===== src/rtl/vga_pat_pkg.sv =====
`default_nettype none
// ============================================================================
// Module   : vga_pat_pkg
// Purpose  : Shared definitions for the VGA test-pattern generator:
//            RGB565 colour constants, 2-bit mode encodings, palette index
//            width and the palette lookup function.
// Ports    : none (package)
// Revision : 1.0 - initial release
// ============================================================================
package vga_pat_pkg;

   localparam int IDX_W = 3;

   localparam logic [15:0] RGB_BLACK  = 16'h0000;
   localparam logic [15:0] RGB_RED    = 16'hF800;
   localparam logic [15:0] RGB_ORANGE = 16'hFC00;
   localparam logic [15:0] RGB_YELLOW = 16'hFFE0;
   localparam logic [15:0] RGB_GREEN  = 16'h07E0;
   localparam logic [15:0] RGB_CYAN   = 16'h07FF;
   localparam logic [15:0] RGB_BLUE   = 16'h001F;
   localparam logic [15:0] RGB_PURPLE = 16'hF81F;
   localparam logic [15:0] RGB_WHITE  = 16'hFFFF;

   localparam logic [1:0] MODE_VBAR   = 2'd0;
   localparam logic [1:0] MODE_HBAR   = 2'd1;
   localparam logic [1:0] MODE_CHECK  = 2'd2;
   localparam logic [1:0] MODE_SCROLL = 2'd3;

   localparam logic [IDX_W-1:0] IDX_WHITE = 3'd7;

   function automatic logic [15:0] pal_lookup(input logic [IDX_W-1:0] idx);
      logic [15:0] rgb;
      case (idx)
         3'd0:    rgb = RGB_RED;
         3'd1:    rgb = RGB_ORANGE;
         3'd2:    rgb = RGB_YELLOW;
         3'd3:    rgb = RGB_GREEN;
         3'd4:    rgb = RGB_CYAN;
         3'd5:    rgb = RGB_BLUE;
         3'd6:    rgb = RGB_PURPLE;
         default: rgb = RGB_WHITE;
      endcase
      return rgb;
   endfunction

endpackage
`default_nettype wire


===== src/rtl/vga_pat_palette.sv =====
`default_nettype none
// ============================================================================
// Module   : vga_pat_palette
// Purpose  : Second pipeline stage. Converts the registered palette index and
//            active flag into a registered RGB565 pixel. An inactive flag
//            yields BLACK without consulting the palette.
// Ports    : vga_clk    - pixel clock
//            rst_n      - asynchronous active-low reset
//            idx_i      - palette index from stage 1
//            act_i      - pixel active flag from stage 1
//            pix_data_o - registered RGB565 pixel
// Revision : 1.0 - initial release
// ============================================================================
module vga_pat_palette
   import vga_pat_pkg::*;
(
   input  logic             vga_clk,
   input  logic             rst_n,
   input  logic [IDX_W-1:0] idx_i,
   input  logic             act_i,
   output logic [15:0]      pix_data_o
);

   logic [15:0] pix_d;
   logic [15:0] pix_q;

   assign pix_d = act_i ? pal_lookup(idx_i) : RGB_BLACK;

   always_ff @(posedge vga_clk or negedge rst_n) begin
      if (!rst_n) begin
         pix_q <= RGB_BLACK;
      end else begin
         pix_q <= pix_d;
      end
   end

   assign pix_data_o = pix_q;

endmodule
`default_nettype wire


===== src/rtl/vga_pattern_gen.sv =====
`default_nettype none
// ============================================================================
// Module   : vga_pattern_gen
// Purpose  : Parametrised test-pattern pixel source with four runtime modes
//            (vertical bars, horizontal bars, checkerboard, scrolling bars),
//            a 2-stage pipeline, frame-synchronous mode switching and a
//            per-frame scroll offset.
// Ports    : vga_clk    - pixel clock
//            rst_n      - asynchronous active-low reset
//            pix_x      - current column (10'h3FF outside active area)
//            pix_y      - current row    (10'h3FF outside active area)
//            mode_i     - requested mode, loaded on the frame tick
//            cur_mode   - mode currently applied
//            frame_tick - one-cycle registered pulse after the last active px
//            pix_data   - RGB565 pixel, 2 cycles after pix_x/pix_y
// Macro    : VGA_PAT_BORDER_EN - when defined, the outermost ring of active
//            pixels is forced WHITE in every mode.
// Revision : 1.0 - initial release
// ============================================================================
module vga_pattern_gen
   import vga_pat_pkg::*;
#(
   parameter int H_VALID     = 640,
   parameter int V_VALID     = 480,
   parameter int BAR_NUM     = 8,
   parameter int CHK_LOG2    = 5,
   parameter int SCROLL_STEP = 2
)(
   input  logic        vga_clk,
   input  logic        rst_n,
   input  logic [9:0]  pix_x,
   input  logic [9:0]  pix_y,
   input  logic [1:0]  mode_i,
   output logic [1:0]  cur_mode,
   output logic        frame_tick,
   output logic [15:0] pix_data
);

   generate
      if (BAR_NUM < 1 || BAR_NUM > 8) begin : g_bad_bar_num
         $error("vga_pattern_gen: BAR_NUM must be in 1..8");
      end
   endgenerate

   localparam int BAR_W = H_VALID / BAR_NUM;
   localparam int BAR_H = V_VALID / BAR_NUM;

   // ------------------------------------------------------------------
   // Frame tick, mode and scroll-offset registers
   // ------------------------------------------------------------------
   logic        tick_d,     tick_q;
   logic [1:0]  cur_mode_d, cur_mode_q;
   logic [10:0] offset_d,   offset_q;
   logic [10:0] w_off_sum;

   assign tick_d = (pix_x == 10'(H_VALID - 1)) && (pix_y == 10'(V_VALID - 1));

   // Mode only changes on the tick, which falls after the last active pixel,
   // so a frame is always drawn in a single mode.
   assign cur_mode_d = tick_q ? mode_i : cur_mode_q;

   // Offset advances with the mode that was in force for the finished frame.
   assign w_off_sum = offset_q + 11'(SCROLL_STEP);
   always_comb begin
      offset_d = offset_q;
      if (tick_q && (cur_mode_q == MODE_SCROLL)) begin
         offset_d = (w_off_sum >= 11'(H_VALID)) ? (w_off_sum - 11'(H_VALID))
                                                : w_off_sum;
      end
   end

   always_ff @(posedge vga_clk or negedge rst_n) begin
      if (!rst_n) begin
         tick_q     <= 1'b0;
         cur_mode_q <= MODE_VBAR;
         offset_q   <= '0;
      end else begin
         tick_q     <= tick_d;
         cur_mode_q <= cur_mode_d;
         offset_q   <= offset_d;
      end
   end

   // ------------------------------------------------------------------
   // Stage 1: coordinate -> palette index + active flag
   // ------------------------------------------------------------------
   logic             w_active;
   logic [10:0]      w_sx_sum;
   logic [10:0]      w_sx;
   logic [10:0]      w_hcoord;
   logic [10:0]      w_vcoord;
   logic [BAR_NUM-1:0] w_ge_h;
   logic [BAR_NUM-1:0] w_ge_v;
   logic [IDX_W-1:0] w_idx_h;
   logic [IDX_W-1:0] w_idx_v;
   logic [IDX_W-1:0] idx_d, idx_q;
   logic             act_d, act_q;

   assign w_active = (pix_x < 10'(H_VALID)) && (pix_y < 10'(V_VALID));

   // Both operands are below H_VALID when active, so one conditional
   // subtract brings the sum back into range without overflowing 11 bits.
   assign w_sx_sum = {1'b0, pix_x} + offset_q;
   assign w_sx     = (w_sx_sum >= 11'(H_VALID)) ? (w_sx_sum - 11'(H_VALID))
                                                : w_sx_sum;

   assign w_hcoord = (cur_mode_q == MODE_SCROLL) ? w_sx : {1'b0, pix_x};
   assign w_vcoord = {1'b0, pix_y};

   // Threshold compare chain replaces a divider; bar 0 always matches.
   for (genvar i = 0; i < BAR_NUM; i++) begin : g_bar_cmp
      if (i == 0) begin : g_first
         assign w_ge_h[i] = 1'b1;
         assign w_ge_v[i] = 1'b1;
      end else begin : g_rest
         assign w_ge_h[i] = (w_hcoord >= 11'(i * BAR_W));
         assign w_ge_v[i] = (w_vcoord >= 11'(i * BAR_H));
      end
   end

   // Highest matching threshold wins; remainder pixels past the last
   // threshold therefore stay in the last bar.
   always_comb begin
      w_idx_h = '0;
      w_idx_v = '0;
      for (int i = 0; i < BAR_NUM; i++) begin
         if (w_ge_h[i]) w_idx_h = IDX_W'(i);
         if (w_ge_v[i]) w_idx_v = IDX_W'(i);
      end
   end

`ifdef VGA_PAT_BORDER_EN
   logic w_border;
   assign w_border = w_active &&
                     ((pix_x == 10'd0) || (pix_x == 10'(H_VALID - 1)) ||
                      (pix_y == 10'd0) || (pix_y == 10'(V_VALID - 1)));
`endif

   always_comb begin
      idx_d = w_idx_h;
      act_d = w_active;
      case (cur_mode_q)
         MODE_HBAR: begin
            idx_d = w_idx_v;
         end
         MODE_CHECK: begin
            // Dark cells clear the active flag so stage 2 emits BLACK.
            idx_d = IDX_WHITE;
            act_d = w_active & (pix_x[CHK_LOG2] ^ pix_y[CHK_LOG2]);
         end
         default: begin
         end
      endcase
`ifdef VGA_PAT_BORDER_EN
      if (w_border) begin
         idx_d = IDX_WHITE;
         act_d = 1'b1;
      end
`endif
   end

   always_ff @(posedge vga_clk or negedge rst_n) begin
      if (!rst_n) begin
         idx_q <= '0;
         act_q <= 1'b0;
      end else begin
         idx_q <= idx_d;
         act_q <= act_d;
      end
   end

   // ------------------------------------------------------------------
   // Stage 2: palette lookup
   // ------------------------------------------------------------------
   vga_pat_palette u_palette (
      .vga_clk    (vga_clk),
      .rst_n      (rst_n),
      .idx_i      (idx_q),
      .act_i      (act_q),
      .pix_data_o (pix_data)
   );

   assign cur_mode   = cur_mode_q;
   assign frame_tick = tick_q;

endmodule
`default_nettype wire


===== config.mk =====
export PLATFORM = sky130hd
export DESIGN_NAME = vga_pattern_gen
export DESIGN_NICKNAME = d
export VERILOG_FILES = /design/src/rtl/vga_pat_pkg.sv /design/src/rtl/vga_pat_palette.sv /design/src/rtl/vga_pattern_gen.sv
export SDC_FILE = /design/constraint.sdc
export NUM_CORES = 1
export LEC_CHECK = 0
export CORE_ASPECT_RATIO = 0.75
export CORE_MARGIN = 8
export CORE_UTILIZATION = 35
export CTS_CLUSTER_DIAMETER = 40
export DETAILED_ROUTE_END_ITERATION = 10
export PLACE_DENSITY = 0.57
export SLEW_MARGIN = 20
export SYNTH_ARGS = -nofsm -noshare
export SYNTH_HDL_FRONTEND = slang
export SYNTH_SLANG_ARGS = --single-unit

===== constraint.sdc =====
create_clock -name vga_clk -period 5.55 [get_ports vga_clk]
set_input_delay 1.11 -clock vga_clk [delete_from_list [all_inputs] [get_ports vga_clk]]
set_output_delay 1.11 -clock vga_clk [all_outputs]
set_load 0.01 [all_outputs]

# == Yosys cells after proc, flatten, opt, wreduce, memory -nomap -nowiden ==
# Index checks and enable logic that the tools add are counted.
# word_totals
register_bits,34
output_inout_bits,19
elab_cells,66
# classes
addsub,4
order_cmp,18
n_eq_ne,11
mux,21
n_bitwise,2
reduce_logical,4
# ops
op,count
16-bit one-hot mux with 7 select lines,1
3-bit 2-to-1 mux,12
"11-bit by 10-bit >= comparator with 1-bit output, second input constant",3
"11-bit by 9-bit >= comparator with 1-bit output, second input constant",3
11-bit 2-to-1 mux,3
"10-bit by 9-bit >= comparator with 1-bit output, second input constant",3
"11-bit by 8-bit >= comparator with 1-bit output, second input constant",2
"11-bit by 10-bit subtractor with 11-bit output, second input constant",2
"10-bit by 8-bit >= comparator with 1-bit output, second input constant",2
16-bit 2-to-1 mux,1
10-bit by 11-bit adder with 11-bit output,1
"11-bit by 2-bit adder with 11-bit output, second input constant",1
"11-bit by 7-bit >= comparator with 1-bit output, second input constant",1
"10-bit == test, second input constant",1
"10-bit by 9-bit == test with 1-bit output, second input constant",1
"10-bit by 6-bit >= comparator with 1-bit output, second input constant",1
"10-bit by 7-bit >= comparator with 1-bit output, second input constant",1
"10-bit less-than comparator, second input constant",1
"10-bit by 9-bit less-than comparator with 1-bit output, second input constant",1
"3-bit == test, second input constant",3
"3-bit by 2-bit == test with 1-bit output, second input constant",2
3-bit one-hot mux with 2 select lines,1
"2-bit == test, second input constant",2
"3-bit by 1-bit == test with 1-bit output, second input constant",1
other kinds (6),10

# == Longest topological paths before layout ==
# Gate-level depths: netlist of run 1.
# logic_depth
ltp_word,13
ltp_mapped,15

# == Modules after synthesis ==
# Synthesis of run 1 repeated with hierarchy kept, for this count alone.
# unflattened
hier_cells,281
hier_area_um2,2239.6
# modules_own_cells
mod,instances,cells_per_inst,area_each_um2
vga_pattern_gen,1,255,1986.9
vga_pat_palette,1,26,252.7

# == Worst setup path after synthesis of run 1 ==
# Ideal clock, no wire load.
# synth_timing
path_kind,input -> register
start,input port pix_x[1]
end,register idx_q[0]
arrival_time_ns,4.816
required_time_ns,5.428
setup_slack_ns,0.613
cell_stages,15
cell_sequence,ha_1 fa_1 a21o_1 a2111oi_0 xnor2_1 inv_1 ha_1 nor4b_1 nand2_1 o41a_1 or3_1 and3_4 mux2_4 a221o_1 a32o_1
# synth_between
elab_chain_len,13
word_cells_on_any_way,20
# synth_rtl
item,line,rtl
start: declaration,vga_pattern_gen.sv:31,"input logic [9:0] pix_x,"
10-bit by 11-bit adder with 11-bit output,vga_pattern_gen.sv:103,"assign w_sx_sum = {1'b0, pix_x} + offset_q;"
11-bit by 10-bit subtractor with 11-bit output / 11-bit by 10-bit >= comparator with 1-bit output (equally long branches),vga_pattern_gen.sv:104,assign w_sx = (w_sx_sum >= 11'(H_VALID)) ? (w_sx_sum - 11'(H_VALID))
11-bit 2-to-1 mux,vga_pattern_gen.sv:104,
11-bit 2-to-1 mux *,vga_pattern_gen.sv:107,"assign w_hcoord = (cur_mode_q == MODE_SCROLL) ? w_sx : {1'b0, pix_x};"
11-bit by 7-bit >= comparator with 1-bit output,vga_pattern_gen.sv:116,assign w_ge_h[i] = (w_hcoord >= 11'(i * BAR_W));
1-bit 2-to-1 mux,vga_pattern_gen.sv:127,if (w_ge_h[i]) w_idx_h = IDX_W'(i);
3-bit 2-to-1 mux (5 in series),vga_pattern_gen.sv:127,
3-bit 2-to-1 mux *,vga_pattern_gen.sv:127,
3-bit one-hot mux with 2 select lines *,vga_pattern_gen.sv:142,case (cur_mode_q)
net idx_d[0],vga_pattern_gen.sv:96,"logic [IDX_W-1:0] idx_d, idx_q;"
end signal: assignment,vga_pattern_gen.sv:167,idx_q <= idx_d;
end: declaration,vga_pattern_gen.sv:96,
# The timed path passes the listed nets; every way through them passes the cells marked *.
# A chain may end at the register's enable or synchronous reset.

# == Worst setup path after layout of run 1 ==
# Same ends and word-level chain as after synthesis.

==> flow_metrics.env, run 1 <==
export IMPL_outcome="finished, final reports clean"
export IMPL_min_period_ns=5.269
export IMPL_die_x_um=108.4
export IMPL_endpoint_kind="register"
export IMPL_synth_cell_types=59
export IMPL_power_frac_seq=0.428
export IMPL_cts_tree="yes"
export IMPL_cp_startpoint="pix_x[1]"
export IMPL_finalNetCount=347
export IMPL_tightest_slew_ns=0.9471
export IMPL_synthMuxAreaShare=0.03516
export IMPL_fmax_mhz=189.8
export IMPL_initial_core_util=0.3584
export IMPL_power_density_nw_per_um2=141.5
export IMPL_synth_top_family_by_area="compound AO/OA/AOI/OAI gates"
export IMPL_p_switching_w=0.0001142
export IMPL_reg2reg_depth=15
export IMPL_pwr_share_comb=0.310
export IMPL_rr_endpoint="idx_q[0]"
export IMPL_fin_util=0.4378
export IMPL_area_growth_pct=22.15
export IMPL_synthArstFlopShare=1.000
export IMPL_synth_edf_count=0
export IMPL_rows=25
export IMPL_finalSetupViolations=0
export IMPL_num_vias=2086
export IMPL_clock_latency_ns=0.26
export IMPL_rrSetupSlack_ns=1.15
export IMPL_grt_overflow=0
export IMPL_clk_pin_slew_ns=0.08
export IMPL_start_kind="input pin"
export IMPL_port_buffers=42
export IMPL_ir_drop_v=0.00008814
export IMPL_io_pins=43
export IMPL_grtUsageTotal=0.1283
export IMPL_fin_worst_skew_ns=0.001606
export IMPL_hold_class="reg -> reg"
export IMPL_drcViolationCount=0
export IMPL_cts_sinks=21
export IMPL_synth_simple_area_share=0.2176
export IMPL_placedCellCount=380
export IMPL_swShare=0.2947
export IMPL_via_per_inst=5.432
export IMPL_postSynthAreaPerCell_um2=8.304
export IMPL_antenna_found_initial=0
export IMPL_critPathArrivalTime_ns=5.42
export IMPL_power_frac_clock=0.261
export IMPL_h_tree_depth=1
export IMPL_die_area_um2=9250
export IMPL_ctsRootBufferMaster="clkbuf_8"
export IMPL_drv_slew=0
export IMPL_core_um2=6256
export IMPL_drt_total_wl_mm=6.000
export IMPL_drive_gt1_frac=0.06931
export IMPL_synth_nets=313
export IMPL_cp_endpoint="idx_q[0]"
export IMPL_antenna_left=0
export IMPL_finalSetupTns_ns=0
export IMPL_synth_compound_area_frac=0.2321
export IMPL_post_synth_xor_area_fraction=0.09766
export IMPL_rsz0062_at_grt="false"
export IMPL_ys_flop_type="dfrtp_1"
export IMPL_r2r_start="offset_q[1]"
export IMPL_whs_ns=0.5199
export IMPL_crit_type="in -> reg"
export IMPL_ys_ff_latch=21
export IMPL_post_route_period_util=0.9493
export IMPL_final_cells=384
export IMPL_dieHeight_um=85.32
export IMPL_cts_buffers=3
export IMPL_internal_power_w=0.0002733
export IMPL_seq_area_frac_synth=0.2344
export IMPL_leakage_nw=1.173
export IMPL_place_hpwl_mm=4.845
export IMPL_grt_pass1_vias=1887
export IMPL_grt_pass1_wl_mm=9.729
export IMPL_first_pass_iters=4
export IMPL_wl_per_cell_um=15.63
export IMPL_gp_congestion=0.8489
export IMPL_syn_inst=270
export IMPL_grt_start_max_net_pins=22
export IMPL_cp_max_fo=5
export IMPL_drt_iter0_drc=114
export IMPL_drv_cap=0
export IMPL_required_ns=5.71
export IMPL_synth_adder_area_share=0.1138
export IMPL_clockBufferDepth=2
export IMPL_finalPower_w=0.0003876
export IMPL_ys_warn_count=0
export IMPL_slew_limit_headroom=0.3666
export IMPL_syn_cell_area_um2=2242
export IMPL_diodes=0
export IMPL_finalHoldViolCount=0
export IMPL_holdBufCountCts=0
critical path: stages:
cell	delay (ns)
clkdlybuf4s50_1	0.45
ha_1	0.24
fa_1	0.40
a21o_1	0.20
a2111oi_1	0.43
xnor2_1	0.15
inv_1	0.10
ha_1	0.16
nor4b_1	0.24
nand2_1	0.11
o41a_1	0.49
or3_1	0.36
and3_4	0.18
mux2_4	0.29
a221o_1	0.29
a32o_1	0.21
final cells by class:
class / count / area (um^2)
clock buffers: 3 / 41.29
clock inverters: 1 / 5.005
fillers: 645 / 3517
inverters: 10 / 37.54
multi-input cells: 220 / 1563
flip-flops and latches: 21 / 525.5
well taps: 81 / 101.3
repair buffers: 48 / 465.4
sequential cells by signal, indices dropped and copies added (netlist names):
name and cells:
act_q 1, offset_q 10, cur_mode 2, frame_tick 1, u_palette.pix_data_o 4, idx_q 3
cells by family (layout without fill, tap and decap cells):
logic type | after synthesis | after routing
AND/OR/NAND/NOR | 96 | 96
AO/OA/AOI/OAI | 72 | 72
buffers and inverters | 29 | 62
XOR/XNOR | 25 | 25
flip-flops | 21 | 21
adder cells (fa/ha/maj) | 20 | 20
multiplexers | 7 | 7
worst min-delay path by stage:
stage / startpoint / endpoint / cells past startpoint
4_1_cts: act_q / u_palette.pix_data_o[4] / 1
3_5_place_dp: act_q / u_palette.pix_data_o[4] / 1
5_1_grt: act_q / u_palette.pix_data_o[4] / 1
6_report: act_q / u_palette.pix_data_o[4] / 1
2_1_floorplan: act_q / u_palette.pix_data_o[4] / 1
3_3_place_gp: act_q / u_palette.pix_data_o[4] / 1
cells in the final DEF (no fill, tap or decap), drive strengths merged, types with 3 or more instances in the layout:
cell type and n:
buf 6, and3 6, mux2 4, nand3 9
nor2b 7, inv 10, ha 18, and2 4
nand4 5, xnor2 16, clkbuf 3, o21a 5
o211ai 3, a211oi 8, o21ai 13, nor3 5
a2111oi 3, nand2 28, or3 3, xor2 9
clkdlybuf4s50 42, a2bb2oi 4, mux2i 3, nor2 19
a21oi 10, dfrtp 21, a21o 4
repair_timing:
action                     4_1_cts  5_1_grt
setup endpoints to repair        0        1
gates resized for setup          0        1
buffers inserted                 0        0
metal layers:
| metal | wire, um | track usage |
|---|---|---|
| met5 | 0 | 0 |
| met2 | 2497 | 0.1864 |
| met1 | 3091 | 0.1877 |
| met3 | 356 | 0.02195 |
| met4 | 55 | 0.03346 |
cell usage after synthesis (all sizes together), types with 5 or more instances:
cell type / n / share of area
o21a: 5 / 0.017
a211oi: 8 / 0.027
inv: 10 / 0.017
o21ai: 13 / 0.029
nand2: 28 / 0.047
ha: 18 / 0.10
nand3: 9 / 0.020
clkbuf: 5 / 0.0084
dfrtp: 21 / 0.23
nor2: 19 / 0.032
nor2b: 7 / 0.020
nand4: 5 / 0.014
buf: 14 / 0.044
xnor2: 16 / 0.062
xor2: 9 / 0.035
and3: 6 / 0.022
a21oi: 10 / 0.022
nor3: 5 / 0.011
metrics by stage:
| step | instance area [um^2] | setup WS [ns] |
|---|---|---|
| floorplan | 2242 | 0.6126 |
| global placement | 2691 | 0.1077 |
| detailed placement | 2691 | -0.05391 |
| CTS | 2738 | 0.2227 |
| global route | 2739 | 0.09290 |
| finish | 2739 | 0.2815 |
power groups by stage:
stage	Combinational [W]	Clock [W]	Sequential [W]
5_1_grt	0.000130	0.000110	0.000167
3_3_place_gp	0.000120	0	0.000169
4_1_cts	0.000120	0.000104	0.000166
3_5_place_dp	0.000120	0	0.000169
6_report	0.000120	0.000101	0.000166
2_1_floorplan	0.0000678	0	0.000169
Power figures use the tool's default switching activity.
==> run 2, diff against run 1 <==
--- a/config.mk
+++ b/config.mk
@@ -10,6 +10,7 @@
 export CORE_UTILIZATION = 35
 export CTS_CLUSTER_DIAMETER = 40
 export DETAILED_ROUTE_END_ITERATION = 10
+export MAX_ROUTING_LAYER = met4
 export PLACE_DENSITY = 0.57
 export SLEW_MARGIN = 20
 export SYNTH_ARGS = -nofsm -noshare
==> flow_metrics.env, run 2 (synthesis gave the netlist of run 1 again) <==
export IMPL_outcome="finished, final reports clean"
export IMPL_rsz0062_at_grt="false"
export IMPL_place_hpwl_mm=4.845
export IMPL_whs_ns=0.5196
export IMPL_num_vias=2096
export IMPL_power_density_nw_per_um2=141.4
export IMPL_grt_pass1_vias=1894
export IMPL_hold_class="reg -> reg"
export IMPL_ctsRootBufferMaster="clkbuf_8"
export IMPL_cts_sinks=21
export IMPL_p_switching_w=0.0001138
export IMPL_die_x_um=108.4
export IMPL_clk_pin_slew_ns=0.08
export IMPL_diodes=0
export IMPL_crit_top_cell="ha_1"
export IMPL_initial_core_util=0.3584
export IMPL_first_pass_iters=4
export IMPL_crit_type="in -> reg"
export IMPL_final_common_cell="clkdlybuf4s50_1"
export IMPL_drv_slew=0
export IMPL_cp_max_fo=5
export IMPL_largest_reg_flops=10
export IMPL_antenna_found_initial=0
export IMPL_port_buffers=42
export IMPL_die_area_um2=9250
export IMPL_gp_congestion=0.8622
export IMPL_antenna_left=0
export IMPL_drt_iter0_drc=109
export IMPL_finalHoldViolCount=0
export IMPL_power_frac_seq=0.429
export IMPL_cp_cell_sequence="clkdlybuf4s50_1, ha_1, fa_1, a21o_1, a2111oi_1, xnor2_1, inv_1, ha_1, nor4b_1, nand2_1, o41a_1, or3_1, and3_4, mux2_4, a221o_1, a32o_1"
export IMPL_grt_overflow=0
export IMPL_cts_tree="yes"
export IMPL_start_kind="input pin"
export IMPL_reg2reg_depth=15
export IMPL_required_ns=5.70
export IMPL_grtUsageTotal=0.1317
export IMPL_via_per_inst=5.458
export IMPL_pwr_share_comb=0.311
export IMPL_slowest_stage="o41a_1"
export IMPL_drt_total_wl_mm=5.973
export IMPL_endpoint_kind="register"
export IMPL_power_frac_clock=0.261
export IMPL_grt_start_max_net_pins=22
export IMPL_fmax_mhz=189.5
export IMPL_clock_latency_ns=0.26
export IMPL_fin_worst_skew_ns=0.001719
export IMPL_final_cell_mix="clkdlybuf4s50_1 (42), nand2_1 (28), dfrtp_1 (21), nor2_1 (19), ha_1 (18)"
export IMPL_min_period_ns=5.276
export IMPL_area_growth_pct=22.15
export IMPL_swShare=0.2940
export IMPL_dieHeight_um=85.32
export IMPL_h_tree_depth=1
export IMPL_drive_gt1_frac=0.06931
export IMPL_min_path_cells=1
export IMPL_internal_power_w=0.0002733
export IMPL_finalPower_w=0.0003872
export IMPL_tightest_slew_ns=0.9484
export IMPL_cts_buffers=3
export IMPL_post_route_period_util=0.9507
export IMPL_drcViolationCount=0
export IMPL_finalSetupViolations=0
export IMPL_wl_per_cell_um=15.55
export IMPL_finalNetCount=347
export IMPL_grt_pass1_wl_mm=9.708
export IMPL_io_pins=43
export IMPL_fin_util=0.4378
export IMPL_drv_cap=0
export IMPL_clockBufferDepth=2
export IMPL_rows=25
export IMPL_slew_limit_headroom=0.3658
export IMPL_ir_drop_v=0.00008747
export IMPL_top_register="offset_q"
export IMPL_slowest_delay_ns=0.49
export IMPL_critPathArrivalTime_ns=5.43
export IMPL_core_um2=6256
export IMPL_leakage_nw=1.173
==> run 2: final timing paths <==
path / startpoint / to / slack, ns
max: pix_x[1] / idx_q[0] / 0.27
min in group asynchronous: rst_n / offset_q[3] / 1.37
min: act_q / u_palette.pix_data_o[4] / 0.52
max in group asynchronous: rst_n / cur_mode[1] / 3.60
min reg2reg: act_q / u_palette.pix_data_o[4] / 0.52
max reg2reg: offset_q[1] / idx_q[0] / 1.14
==> run 2: power groups by stage <==
| stage | Sequential, W | Combinational, W | Clock [W] |
|---|---|---|---|
| floorplan | 0.000169 | 0.0000678 | 0 |
| global placement | 0.000169 | 0.000120 | 0 |
| detailed placement | 0.000169 | 0.000120 | 0 |
| CTS | 0.000166 | 0.000120 | 0.000104 |
| global route | 0.000167 | 0.000130 | 0.000110 |
| finish | 0.000166 | 0.000120 | 0.000101 |
==> run 2: metrics by stage <==
stage | setup TNS [ns] | cells | area, um^2 | setup WS (ns)
after floorplan | 0 | 270 | 2242 | 0.6126
after global placement | 0 | 380 | 2691 | 0.1077
after detailed placement | -0.05391 | 380 | 2691 | -0.05391
after CTS | 0 | 384 | 2738 | 0.2227
after global routing | 0 | 384 | 2739 | 0.09291
final | 0 | 384 | 2739 | 0.2737
==> run 2: layer usage <==
layer / wire [um] / up-vias / GRT usage
met5: 0 / - / -
met4: 19 / 0 / 0.03346
met3: 344 / 2 / 0.01741
met2: 2519 / 79 / 0.1864
met1: 3090 / 960 / 0.1899
li1: - / 1055 / -
==> run 2: final cells by class <==
class,instances,area [um^2]
flip-flops and latches,21,525.5
multi-input cells,220,1563
repair buffers,48,465.4
inverters,10,37.54
clock buffers,3,41.29
fillers,645,3517
well taps,81,101.3
clock inverters,1,5.005
==> run 2: what timing repair did <==
| item | in CTS | in global routing |
|---|---|---|
| buffers inserted | 0 | 0 |
| hold buffers | 0 | 0 |
| gates resized for setup | 0 | 1 |
| setup endpoints to repair | 0 | 1 |
==> run 2: critical path: cells and delay by family <==
kind,cells,cell delay (ns)
XOR/XNOR,1,0.15
AND/OR/NAND/NOR,4,0.89
multiplexers,1,0.29
AO/OA/AOI/OAI,5,1.63
adder cells (fa/ha/maj),3,0.79
buffers and inverters,2,0.55
